<file path="src/rtl/or_gate_pin_tester_if.sv">
// Pin bundle between the OR-gate tester, its board-level controller and the
// external triple 2-input OR package under test.
interface or_gate_pin_tester_if;
   logic       START;
   logic       Y1;
   logic       Y2;
   logic       Y3;
   logic       A1;
   logic       B1;
   logic       A2;
   logic       B2;
   logic       A3;
   logic       B3;
   logic       BUSY;
   logic       DONE;
   logic       PASS;
   logic [2:0] FAIL_MASK;
   logic [3:0] ERR_COUNT;

   modport slave (
      input  START, Y1, Y2, Y3,
      output A1, B1, A2, B2, A3, B3, BUSY, DONE, PASS, FAIL_MASK, ERR_COUNT
   );

   modport master (
      output START, Y1, Y2, Y3,
      input  A1, B1, A2, B2, A3, B3, BUSY, DONE, PASS, FAIL_MASK, ERR_COUNT
   );
endinterface

</file>
<file path="src/rtl/or_gate_pin_tester.sv">
// In-circuit tester for a triple 2-input OR package: steps 12 A/B vectors,
// compares the synchronized Y pins against A|B and reports per-gate results.
module or_gate_pin_tester #(
   parameter int unsigned SETTLE = 2
) (
   input  logic                  CLK,
   input  logic                  CLR_N,
   or_gate_pin_tester_if.slave   bus
);

   typedef enum logic [1:0] {
      ST_IDLE   = 2'd0,
      ST_SETTLE = 2'd1,
      ST_SAMPLE = 2'd2,
      ST_FINISH = 2'd3
   } state_t;

   localparam logic [3:0] CNT_LAST = 4'(SETTLE - 1);
   localparam logic [3:0] K_LAST   = 4'd11;

   state_t     r_state;
   logic [3:0] r_cnt;
   logic [3:0] r_k;
   logic [2:0] r_a;
   logic [2:0] r_b;
   logic       r_busy;
   logic       r_done;
   logic       r_pass;
   logic [2:0] r_fail_mask;
   logic [3:0] r_err_count;
   logic [2:0] r_y_s1;
   logic [2:0] r_y_s2;

   state_t     w_state_n;
   logic [3:0] w_cnt_n;
   logic [3:0] w_k_n;
   logic [2:0] w_a_n;
   logic [2:0] w_b_n;
   logic       w_busy_n;
   logic       w_done_n;
   logic       w_pass_n;
   logic [2:0] w_fail_mask_n;
   logic [3:0] w_err_count_n;

   logic [2:0] w_gsel;
   logic       w_exp;
   logic       w_y;
   logic       w_miss;
   logic [3:0] w_err_inc;
   logic [5:0] w_vec_first;
   logic [5:0] w_vec_next;

   // Vector k selects gate k[3:2]; within a gate (A,B) runs 11,01,10,00.
   function automatic logic [5:0] vec_ab(input logic [3:0] k);
      logic [2:0] sel;
      logic [2:0] a;
      logic [2:0] b;
      case (k[3:2])
         2'd0:    sel = 3'b001;
         2'd1:    sel = 3'b010;
         default: sel = 3'b100;
      endcase
      a = sel & {3{~k[0]}};
      b = sel & {3{~k[1]}};
      return {a, b};
   endfunction

   always_ff @(posedge CLK or negedge CLR_N) begin
      if (!CLR_N) begin
         r_y_s1 <= '0;
         r_y_s2 <= '0;
      end else begin
         r_y_s1 <= {bus.Y3, bus.Y2, bus.Y1};
         r_y_s2 <= r_y_s1;
      end
   end

   always_comb begin
      case (r_k[3:2])
         2'd0:    w_gsel = 3'b001;
         2'd1:    w_gsel = 3'b010;
         default: w_gsel = 3'b100;
      endcase
   end

   assign w_exp       = |((r_a | r_b) & w_gsel);
   assign w_y         = |(r_y_s2 & w_gsel);
   assign w_miss      = (w_y != w_exp);
   assign w_err_inc   = r_err_count + {3'b000, w_miss};
   assign w_vec_first = vec_ab(4'd0);
   assign w_vec_next  = vec_ab(r_k + 4'd1);

   always_comb begin
      w_state_n     = r_state;
      w_cnt_n       = r_cnt;
      w_k_n         = r_k;
      w_a_n         = r_a;
      w_b_n         = r_b;
      w_busy_n      = r_busy;
      w_done_n      = 1'b0;
      w_pass_n      = r_pass;
      w_fail_mask_n = r_fail_mask;
      w_err_count_n = r_err_count;

      case (r_state)
         ST_IDLE: begin
            if (bus.START) begin
               w_fail_mask_n = '0;
               w_err_count_n = '0;
               w_pass_n      = 1'b0;
               w_busy_n      = 1'b1;
               w_k_n         = '0;
               w_cnt_n       = '0;
               {w_a_n, w_b_n} = w_vec_first;
               w_state_n     = ST_SETTLE;
            end
         end

         ST_SETTLE: begin
            if (r_cnt == CNT_LAST) begin
               w_state_n = ST_SAMPLE;
            end else begin
               w_cnt_n = r_cnt + 4'd1;
            end
         end

         ST_SAMPLE: begin
            if (w_miss) begin
               w_fail_mask_n = r_fail_mask | w_gsel;
               w_err_count_n = w_err_inc;
            end
            if (r_k != K_LAST) begin
               w_k_n          = r_k + 4'd1;
               {w_a_n, w_b_n} = w_vec_next;
               w_cnt_n        = '0;
               w_state_n      = ST_SETTLE;
            end else begin
               w_a_n     = '0;
               w_b_n     = '0;
               w_busy_n  = 1'b0;
               // PASS must reflect the count including this final compare.
               w_pass_n  = (w_err_inc == 4'd0);
               w_done_n  = 1'b1;
               w_state_n = ST_FINISH;
            end
         end

         ST_FINISH: begin
            w_state_n = ST_IDLE;
         end

         default: begin
            w_state_n = ST_IDLE;
         end
      endcase
   end

   always_ff @(posedge CLK or negedge CLR_N) begin
      if (!CLR_N) begin
         r_state     <= ST_IDLE;
         r_cnt       <= '0;
         r_k         <= '0;
         r_a         <= '0;
         r_b         <= '0;
         r_busy      <= 1'b0;
         r_done      <= 1'b0;
         r_pass      <= 1'b0;
         r_fail_mask <= '0;
         r_err_count <= '0;
      end else begin
         r_state     <= w_state_n;
         r_cnt       <= w_cnt_n;
         r_k         <= w_k_n;
         r_a         <= w_a_n;
         r_b         <= w_b_n;
         r_busy      <= w_busy_n;
         r_done      <= w_done_n;
         r_pass      <= w_pass_n;
         r_fail_mask <= w_fail_mask_n;
         r_err_count <= w_err_count_n;
      end
   end

   assign bus.A1        = r_a[0];
   assign bus.B1        = r_b[0];
   assign bus.A2        = r_a[1];
   assign bus.B2        = r_b[1];
   assign bus.A3        = r_a[2];
   assign bus.B3        = r_b[2];
   assign bus.BUSY      = r_busy;
   assign bus.DONE      = r_done;
   assign bus.PASS      = r_pass;
   assign bus.FAIL_MASK = r_fail_mask;
   assign bus.ERR_COUNT = r_err_count;

endmodule

</file>
<file path="src/flat_wrapper.sv">
// flat-port wrapper written by rule: the top's interface ports become plain ports
module or_gate_pin_tester_flat 
#(
   parameter int unsigned SETTLE = 2
)
  (CLK, CLR_N, bus_START, bus_Y1, bus_Y2, bus_Y3, bus_A1, bus_B1, bus_A2, bus_B2, bus_A3, bus_B3, bus_BUSY, bus_DONE, bus_PASS, bus_FAIL_MASK, bus_ERR_COUNT);
  or_gate_pin_tester_if bus_i ();
  input  logic CLK;
  input  logic CLR_N;
  input wire logic [$bits(bus_i.START)-1:0] bus_START;
  input wire logic [$bits(bus_i.Y1)-1:0] bus_Y1;
  input wire logic [$bits(bus_i.Y2)-1:0] bus_Y2;
  input wire logic [$bits(bus_i.Y3)-1:0] bus_Y3;
  output wire logic [$bits(bus_i.A1)-1:0] bus_A1;
  output wire logic [$bits(bus_i.B1)-1:0] bus_B1;
  output wire logic [$bits(bus_i.A2)-1:0] bus_A2;
  output wire logic [$bits(bus_i.B2)-1:0] bus_B2;
  output wire logic [$bits(bus_i.A3)-1:0] bus_A3;
  output wire logic [$bits(bus_i.B3)-1:0] bus_B3;
  output wire logic [$bits(bus_i.BUSY)-1:0] bus_BUSY;
  output wire logic [$bits(bus_i.DONE)-1:0] bus_DONE;
  output wire logic [$bits(bus_i.PASS)-1:0] bus_PASS;
  output wire logic [$bits(bus_i.FAIL_MASK)-1:0] bus_FAIL_MASK;
  output wire logic [$bits(bus_i.ERR_COUNT)-1:0] bus_ERR_COUNT;
  assign bus_i.START = bus_START;
  assign bus_i.Y1 = bus_Y1;
  assign bus_i.Y2 = bus_Y2;
  assign bus_i.Y3 = bus_Y3;
  assign bus_A1 = bus_i.A1;
  assign bus_B1 = bus_i.B1;
  assign bus_A2 = bus_i.A2;
  assign bus_B2 = bus_i.B2;
  assign bus_A3 = bus_i.A3;
  assign bus_B3 = bus_i.B3;
  assign bus_BUSY = bus_i.BUSY;
  assign bus_DONE = bus_i.DONE;
  assign bus_PASS = bus_i.PASS;
  assign bus_FAIL_MASK = bus_i.FAIL_MASK;
  assign bus_ERR_COUNT = bus_i.ERR_COUNT;
  or_gate_pin_tester #(.SETTLE(SETTLE)) u_core (.CLK(CLK), .CLR_N(CLR_N), .bus(bus_i));
endmodule
</file>
<file path="config.mk">
export PLATFORM = sky130hd
export DESIGN_NAME = or_gate_pin_tester_flat
export DESIGN_NICKNAME = d
export VERILOG_FILES = /design/src/rtl/or_gate_pin_tester_if.sv /design/src/rtl/or_gate_pin_tester.sv /design/src/flat_wrapper.sv
export SDC_FILE = /design/constraint.sdc
export NUM_CORES = 1
export LEC_CHECK = 0
export BUFFER_PORTS_ARGS = -buffer_cell sky130_fd_sc_hd__buf_2
export CAP_MARGIN = 25
export CORE_UTILIZATION = 32
export CTS_CLUSTER_SIZE = 30
export DETAILED_ROUTE_END_ITERATION = 10
export PLACE_DENSITY = 0.54
export SYNTH_ARGS = -nofsm -noshare
export SYNTH_HDL_FRONTEND = slang
export SYNTH_SLANG_ARGS = --single-unit
</file>
<file path="constraint.sdc">
create_clock -name CLK -period 5.2 [get_ports CLK]
set_clock_uncertainty 0.15 [all_clocks]
set_input_delay 0.78 -clock CLK [delete_from_list [all_inputs] [get_ports CLK]]
set_output_delay 0.78 -clock CLK [all_outputs]
set_load 0.01 [all_outputs]
</file>
==> results of run 1 <==
==> cells in the mapped netlist, drive strengths merged (2+ instances only) <==
library cell and count:
a22o 3, a31o 2, and2b 2, and3 4, buf 2, dfrtp 32, ha 5, inv 6
mux2i 2, nand2 22, nand2b 4, nand3 8, nor2 6, o21ai 18, o21bai 2, or2 2
xnor2 3, xor2 6
==> cell families after synthesis <==
group | count (synthesis) | synth area share [%]
and+or+nand+nor | 52 | 17.4
DFF | 32 | 53.4
AOI/OAI and AO/OA | 31 | 15.1
xor gates and xnor gates | 9 | 5.76
buffers and inverters | 9 | 2.84
adders and majority gates | 5 | 4.17
muxes | 2 | 1.34
==> routing by layer <==
metal  wire [um]  part of all wire, %  GRT usage (%)
met5           0                    0              0
met4          29                 0.97           5.56
met3         129                  4.3           4.76
met2        1390                   46           21.9
met1        1450                   48           15.6
==> final timing paths <==
| path | from | endpoint | slack, ns | cells past startpoint |
|---|---|---|---|---|
| worst max-delay path | u_core.r_k[2] | u_core.bus.PASS | 2.60 | 7 |
| worst min-delay path | u_core.r_y_s1[2] | u_core.r_y_s2[2] | 0.20 | 0 |
| worst max register to register | u_core.r_k[2] | u_core.bus.PASS | 2.60 | 7 |
| worst min register to register | u_core.r_y_s1[2] | u_core.r_y_s2[2] | 0.20 | 0 |
| max in group asynchronous | CLR_N | u_core.r_cnt[0] | 4.05 | 1 |
| min in group asynchronous | CLR_N | u_core.r_a[0] | 0.39 | 1 |
==> sequential cells by signal, summed over array words and instances (netlist names) <==
signal                cells
u_core.bus.ERR_COUNT      4
u_core.r_cnt              4
u_core.r_k                4
u_core.bus.FAIL_MASK      3
u_core.r_a                3
u_core.r_b                3
u_core.r_y_s1             3
u_core.r_y_s2             3
u_core.r_state            2
u_core.bus.BUSY           1
u_core.bus.DONE           1
u_core.bus.PASS           1
==> through the flow <==
stage	setup WS, ns	cell area, sq um	util, %
after global placement	2.71	1650	37.4
after floorplan	2.82	1500	-
after CTS	2.58	1740	39.5
after global routing	2.43	1740	39.5
after detailed placement	2.62	1650	37.4
final	2.60	1740	39.5
==> where the power goes <==
group	switching [uW]	internal, uW
logic	149	103
clock network	100	94.6
registers	58.9	302
total	308	500
==> worst max-delay path, delay by kind of cell, from the launching register on <==
| family | cells | cell delay (ns) |
|---|---|---|
| xor gates and xnor gates | 1 | 0.30 |
| AOI/OAI and AO/OA | 3 | 0.78 |
| adders and majority gates | 2 | 0.51 |
| and+or+nand+nor | 1 | 0.30 |
| DFF | 1 | 0.50 |
==> layout make-up <==
type                       instances  area [sq um]
multi-input combinational         99           656
timing repair buffer              21           105
clock inverter                     3          23.8
inverter                           6          22.5
clock buffer                       5          68.8
tap                               52          65.1
sequential                        32           801
fill                             450          2670
==> results_dict.tcl, run 1 <==
set metrics [dict create \
    ys_dominant_reg_cell "dfrtp_1" \
    area_of_the_die_sq_um 4960 \
    nets 176 \
    postSynth.asyncResetShare_pct 100 \
    worstHoldPathType "reg2reg" \
    max-cap-violations 0 \
    postCtsResizedCells 0 \
    overall_track_demand_over_capacity_in_global_routing_pct 13.3 \
    route.detailed.drc 0 \
    htree_levels 2 \
    die_h_um 70.4 \
    timing.final.crit_period_ns 2.60 \
    core_area_sq_um 4410 \
    grt_first_pass_wirelength_um 5060 \
    num_antenna_cells 0 \
    vdd.ir_drop.worst_mv 0.123 \
    initial_antenna_violation_count 0 \
    worst_path_largest_cell_delay_ns 0.50 \
    drive_gt1_share_pct 23.5 \
    synth_fp_nets 151 \
    drt_first_iter_violations 67 \
    gpl.final_weighted_congestion 0.801 \
    wirelength_um 3000 \
    synthesis.area_per_instance_sq_um 10.7 \
    antenna_violating_nets_post_route 0 \
    yosysWarnings 0 \
    fmax_mhz 385 \
    viasPerCell 5.05 \
    drt-wirelength-per-cell_um 13.7 \
    worstSetupPathType "reg2reg" \
    crit_path_top_delay_cell "dfrtp_1" \
    synth_instances 140 \
    cts.path.max_buffers 2 \
    transition_time_of_the_tightest_slew_check_pin_ns 0.711 \
    tritoncts.num_buffers 5 \
    detailroute.via_count 1100 \
    top_cells_by_area_synth "dfrtp_1 53%, o21ai_0 6.0%, nand2_1 5.3%" \
    die_width_um 70.4 \
    cpMostUsedCell "ha_1" \
    synthDominantAreaCellType "dfrtp_1" \
    cts.reportedPaths.clkPinSlew_ns 0.07 \
    post-synth-top-area-fraction_pct 53.4 \
    post-place-cells 210 \
    dp_hpwl_um 2150 \
    run_status "finished clean" \
    cts_hold_repair.buffers 0 \
    worst_path_fanout_max 10 \
    crit_required_ns 5.27 \
    layout_commonest_cell "dfrtp_1" \
    post_cts_buffers 0 \
    report.final.hold_viol_count 0 \
    finalNonFillerCells 218 \
    worstSkewPairLatency_ns 0.29 \
    setup_tns_ns 0 \
    period_share_pct 50.0 \
    initial_core_util_pct 34.0 \
    detailedRoute.firstPassIterationCount 4 \
    hold_slack_ns 0.201 \
    io_buffers 21 \
    tritoncts "done" \
    drv_slew 0 \
    globalRoute.totalOverflow 0 \
    synth_cell_type_count 36 \
    p_leak_uw 0.000836 \
    cts-root-buf "clkbuf_8" \
    finalSetupViolations 0 \
    maxSlewHeadroom_pct 52.6 \
    ys_seq_area_share_pct 53.4 \
    critPathLaunchType "flop" \
    design_power_total_uw 808 \
    worstSetupEndpointType "flop" \
    power-per-cell-area_nw_per_um2 464 \
    grt_setup_unrepaired "no" \
    mappedNetlistArea_sq_um 1500 \
    synth-edff-count 0 \
    area_growth_from_synthesis_to_layout_pct 16.2 \
    grt_max_degree 33 \
    clock-sinks 32 \
    placement_rows 24 \
    ios 22 \
    arrival_time_of_data_at_the_critical_path_endpoint_ns 2.67 \
    layout.cells.most_common_list "32 x dfrtp_1, 21 x nand2_1, 21 x buf_2, 18 x o21ai_0, 8 x nand3_1" \
    crit_path_cell_trace "or2_1 > o221ai_2 > xor2_2 > ha_1 > ha_1 > a2111oi_0 > a32o_1" \
    ys_ff_latch 32 \
    grt_pass1_vias 1136 \
]
No activity file was read; power rests on OpenSTA's default activity.
==> run 2, diff against run 1 <==
==> constraint.sdc (replaced) <==
create_clock -name CLK -period 2.7 [get_ports CLK]
set_clock_uncertainty 0.15 [all_clocks]
set_input_delay 0.405 -clock CLK [delete_from_list [all_inputs] [get_ports CLK]]
set_output_delay 0.405 -clock CLK [all_outputs]
set_load 0.01 [all_outputs]
==> results_dict.tcl, run 2 (synthesis results as in run 1) <==
set metrics [dict create \
    regToRegStartpoint "u_core.r_k[3]" \
    globalRoute.totalOverflow 0 \
    crit_path_cell_trace "or2_1 > o221ai_2 > xor2_2 > ha_1 > ha_1 > a2111oi_0 > a32o_1" \
    layout_commonest_cell "dfrtp_1" \
    p_leak_uw 0.000870 \
    num_antenna_cells 0 \
    tritoncts.num_buffers 5 \
    worst_path_largest_cell_delay_ns 0.48 \
    worstSetupPathType "reg2reg" \
    crit_required_ns 2.76 \
    hold_slack_ns 0.0207 \
    timing.final.crit_period_ns 2.54 \
    worst_path_fanout_max 10 \
    route.detailed.drc 0 \
    viasPerCell 4.97 \
    drive_gt1_share_pct 24.4 \
    maxSlewHeadroom_pct 52.2 \
    cts.path.max_buffers 2 \
    wirelength_um 2990 \
    grt_pass1_vias 1075 \
    cpMostUsedCell "ha_1" \
    crit_path_top_delay_cell "dfrtp_1" \
    area_growth_from_synthesis_to_layout_pct 19.4 \
    worstSetupEndpointType "flop" \
    final.setup.worst_slack_ns 0.157 \
    worstHoldPathType "in2async" \
    reg2regPathDepth 7 \
    layout.cells.most_common_list "32 x dfrtp_1, 21 x nand2_1, 21 x buf_2, 18 x o21ai_0, 8 x nand3_1" \
    multi_input_comb_area_sq_um 656 \
    top_usage_layer "met2" \
    die_width_um 70.4 \
    detailroute.via_count 1094 \
    placement_rows 24 \
    finalNonFillerCells 220 \
    cts.reportedPaths.clkPinSlew_ns 0.07 \
    critical_path_buf_inv_count 0 \
    antenna_violating_nets_post_route 0 \
    grt_max_degree 33 \
    tritoncts "done" \
    postCtsResizedCells 0 \
    globalRouteMet1Util_pct 16.4 \
    worstSkewPairLatency_ns 0.28 \
    finalSetupViolations 0 \
    transition_time_of_the_tightest_slew_check_pin_ns 0.717 \
    setup_tns_ns 0 \
    arrival_time_of_data_at_the_critical_path_endpoint_ns 2.61 \
    dp_hpwl_um 2230 \
    htree_levels 2 \
    drv_slew 0 \
    fmax_mhz 393 \
    design_power_total_uw 1690 \
    initial_core_util_pct 34.0 \
    drt_first_iter_violations 43 \
    critical_path.reg2reg.endpoint "u_core.bus.PASS" \
    period_share_pct 94.2 \
    die_h_um 70.4 \
    post_cts_buffers 0 \
    cts_hold_repair.buffers 0 \
    area_of_the_die_sq_um 4960 \
    run_status "finished clean" \
    met3_usage_pct 3.46 \
    met2_usage_pct 20.5 \
    power-per-cell-area_nw_per_um2 946 \
    drt-wirelength-per-cell_um 13.6 \
    ios 22 \
    initial_antenna_violation_count 0 \
    timing.critical_path.max_delay_family "compound AO/OA/AOI/OAI gates" \
    vdd.ir_drop.worst_mv 0.272 \
    detailedRoute.firstPassIterationCount 4 \
    r2r_slack_ns 0.16 \
    io_buffers 21 \
    max-cap-violations 0 \
    area.sequential_sq_um 801 \
    grt_first_pass_wirelength_um 5020 \
    gpl.final_weighted_congestion 0.786 \
    overall_track_demand_over_capacity_in_global_routing_pct 13.1 \
    grt_setup_unrepaired "no" \
    post-place-cells 212 \
    clock-sinks 32 \
    num-fill-cells 423 \
    place_ws_ns 0.156 \
    report.final.hold_viol_count 0 \
    core_area_sq_um 4410 \
    critPathLaunchType "flop" \
    cts-root-buf "clkbuf_8" \
    nets 178 \
]
[run 2: changes by cell type in the layout (fill, tap and decap cells not counted)]
cell and change:
buf_4 +2, clkinvlp_4 -2, clkinv_4 -1, bufinv_16 +1, clkbuf_8 +2
[run 2: power breakdown]
group          internal [uW]  leakage (uW)  switching [uW]
Sequential               582      0.000410             111
Clock                    325     0.0000645             172
Combinational            208      0.000395             296
[run 2: worst reg2reg max path, stage by stage (launching register included)]
cell and delay (ns):
dfrtp_1 0.48, or2_1 0.28, o221ai_2 0.21, xor2_2 0.29, ha_1 0.26, ha_1 0.24, a2111oi_0 0.38, a32o_1 0.18
[run 2: metrics by stage]
step / cell area, sq um / utilization [%]
after detailed placement: 1660 / 37.7
final: 1790 / 40.6
after global placement: 1660 / 37.7
after floorplan: 1500 / -
after CTS: 1790 / 40.6
after global routing: 1790 / 40.6
[run 2: final cells by class]
type                       count  area share, %
sequential                    32           44.7
clock inverter                 1           1.68
clock buffer                   7           5.38
inverter                       6           1.26
tap                           52           3.63
timing repair buffer          23           6.71
multi-input combinational     99           36.6
[run 2: per-layer routing]
metal | share of wire [%] | vias to the layer above | routed length [um]
met2 | 47 | 20 | 1420
met4 | 2.0 | 0 | 61
li1 | - | 535 | -
met5 | 0 | - | 0
met3 | 3.9 | 9 | 116
met1 | 47 | 530 | 1390
[run 2: how the worst max path moves through the flow]
| stage | start | end | slack (ns) | cells past startpoint |
|---|---|---|---|---|
| finish | u_core.r_k[3] | u_core.bus.PASS | 0.16 | 7 |
| global route | u_core.r_k[3] | u_core.bus.PASS | 0.01 | 7 |
| CTS | u_core.r_k[3] | u_core.bus.PASS | 0.14 | 7 |
| detailed placement | u_core.r_k[3] | u_core.bus.PASS | 0.16 | 7 |
| global placement | u_core.r_k[3] | u_core.bus.PASS | 0.24 | 7 |
| floorplan | u_core.r_k[2] | u_core.bus.PASS | 0.32 | 8 |
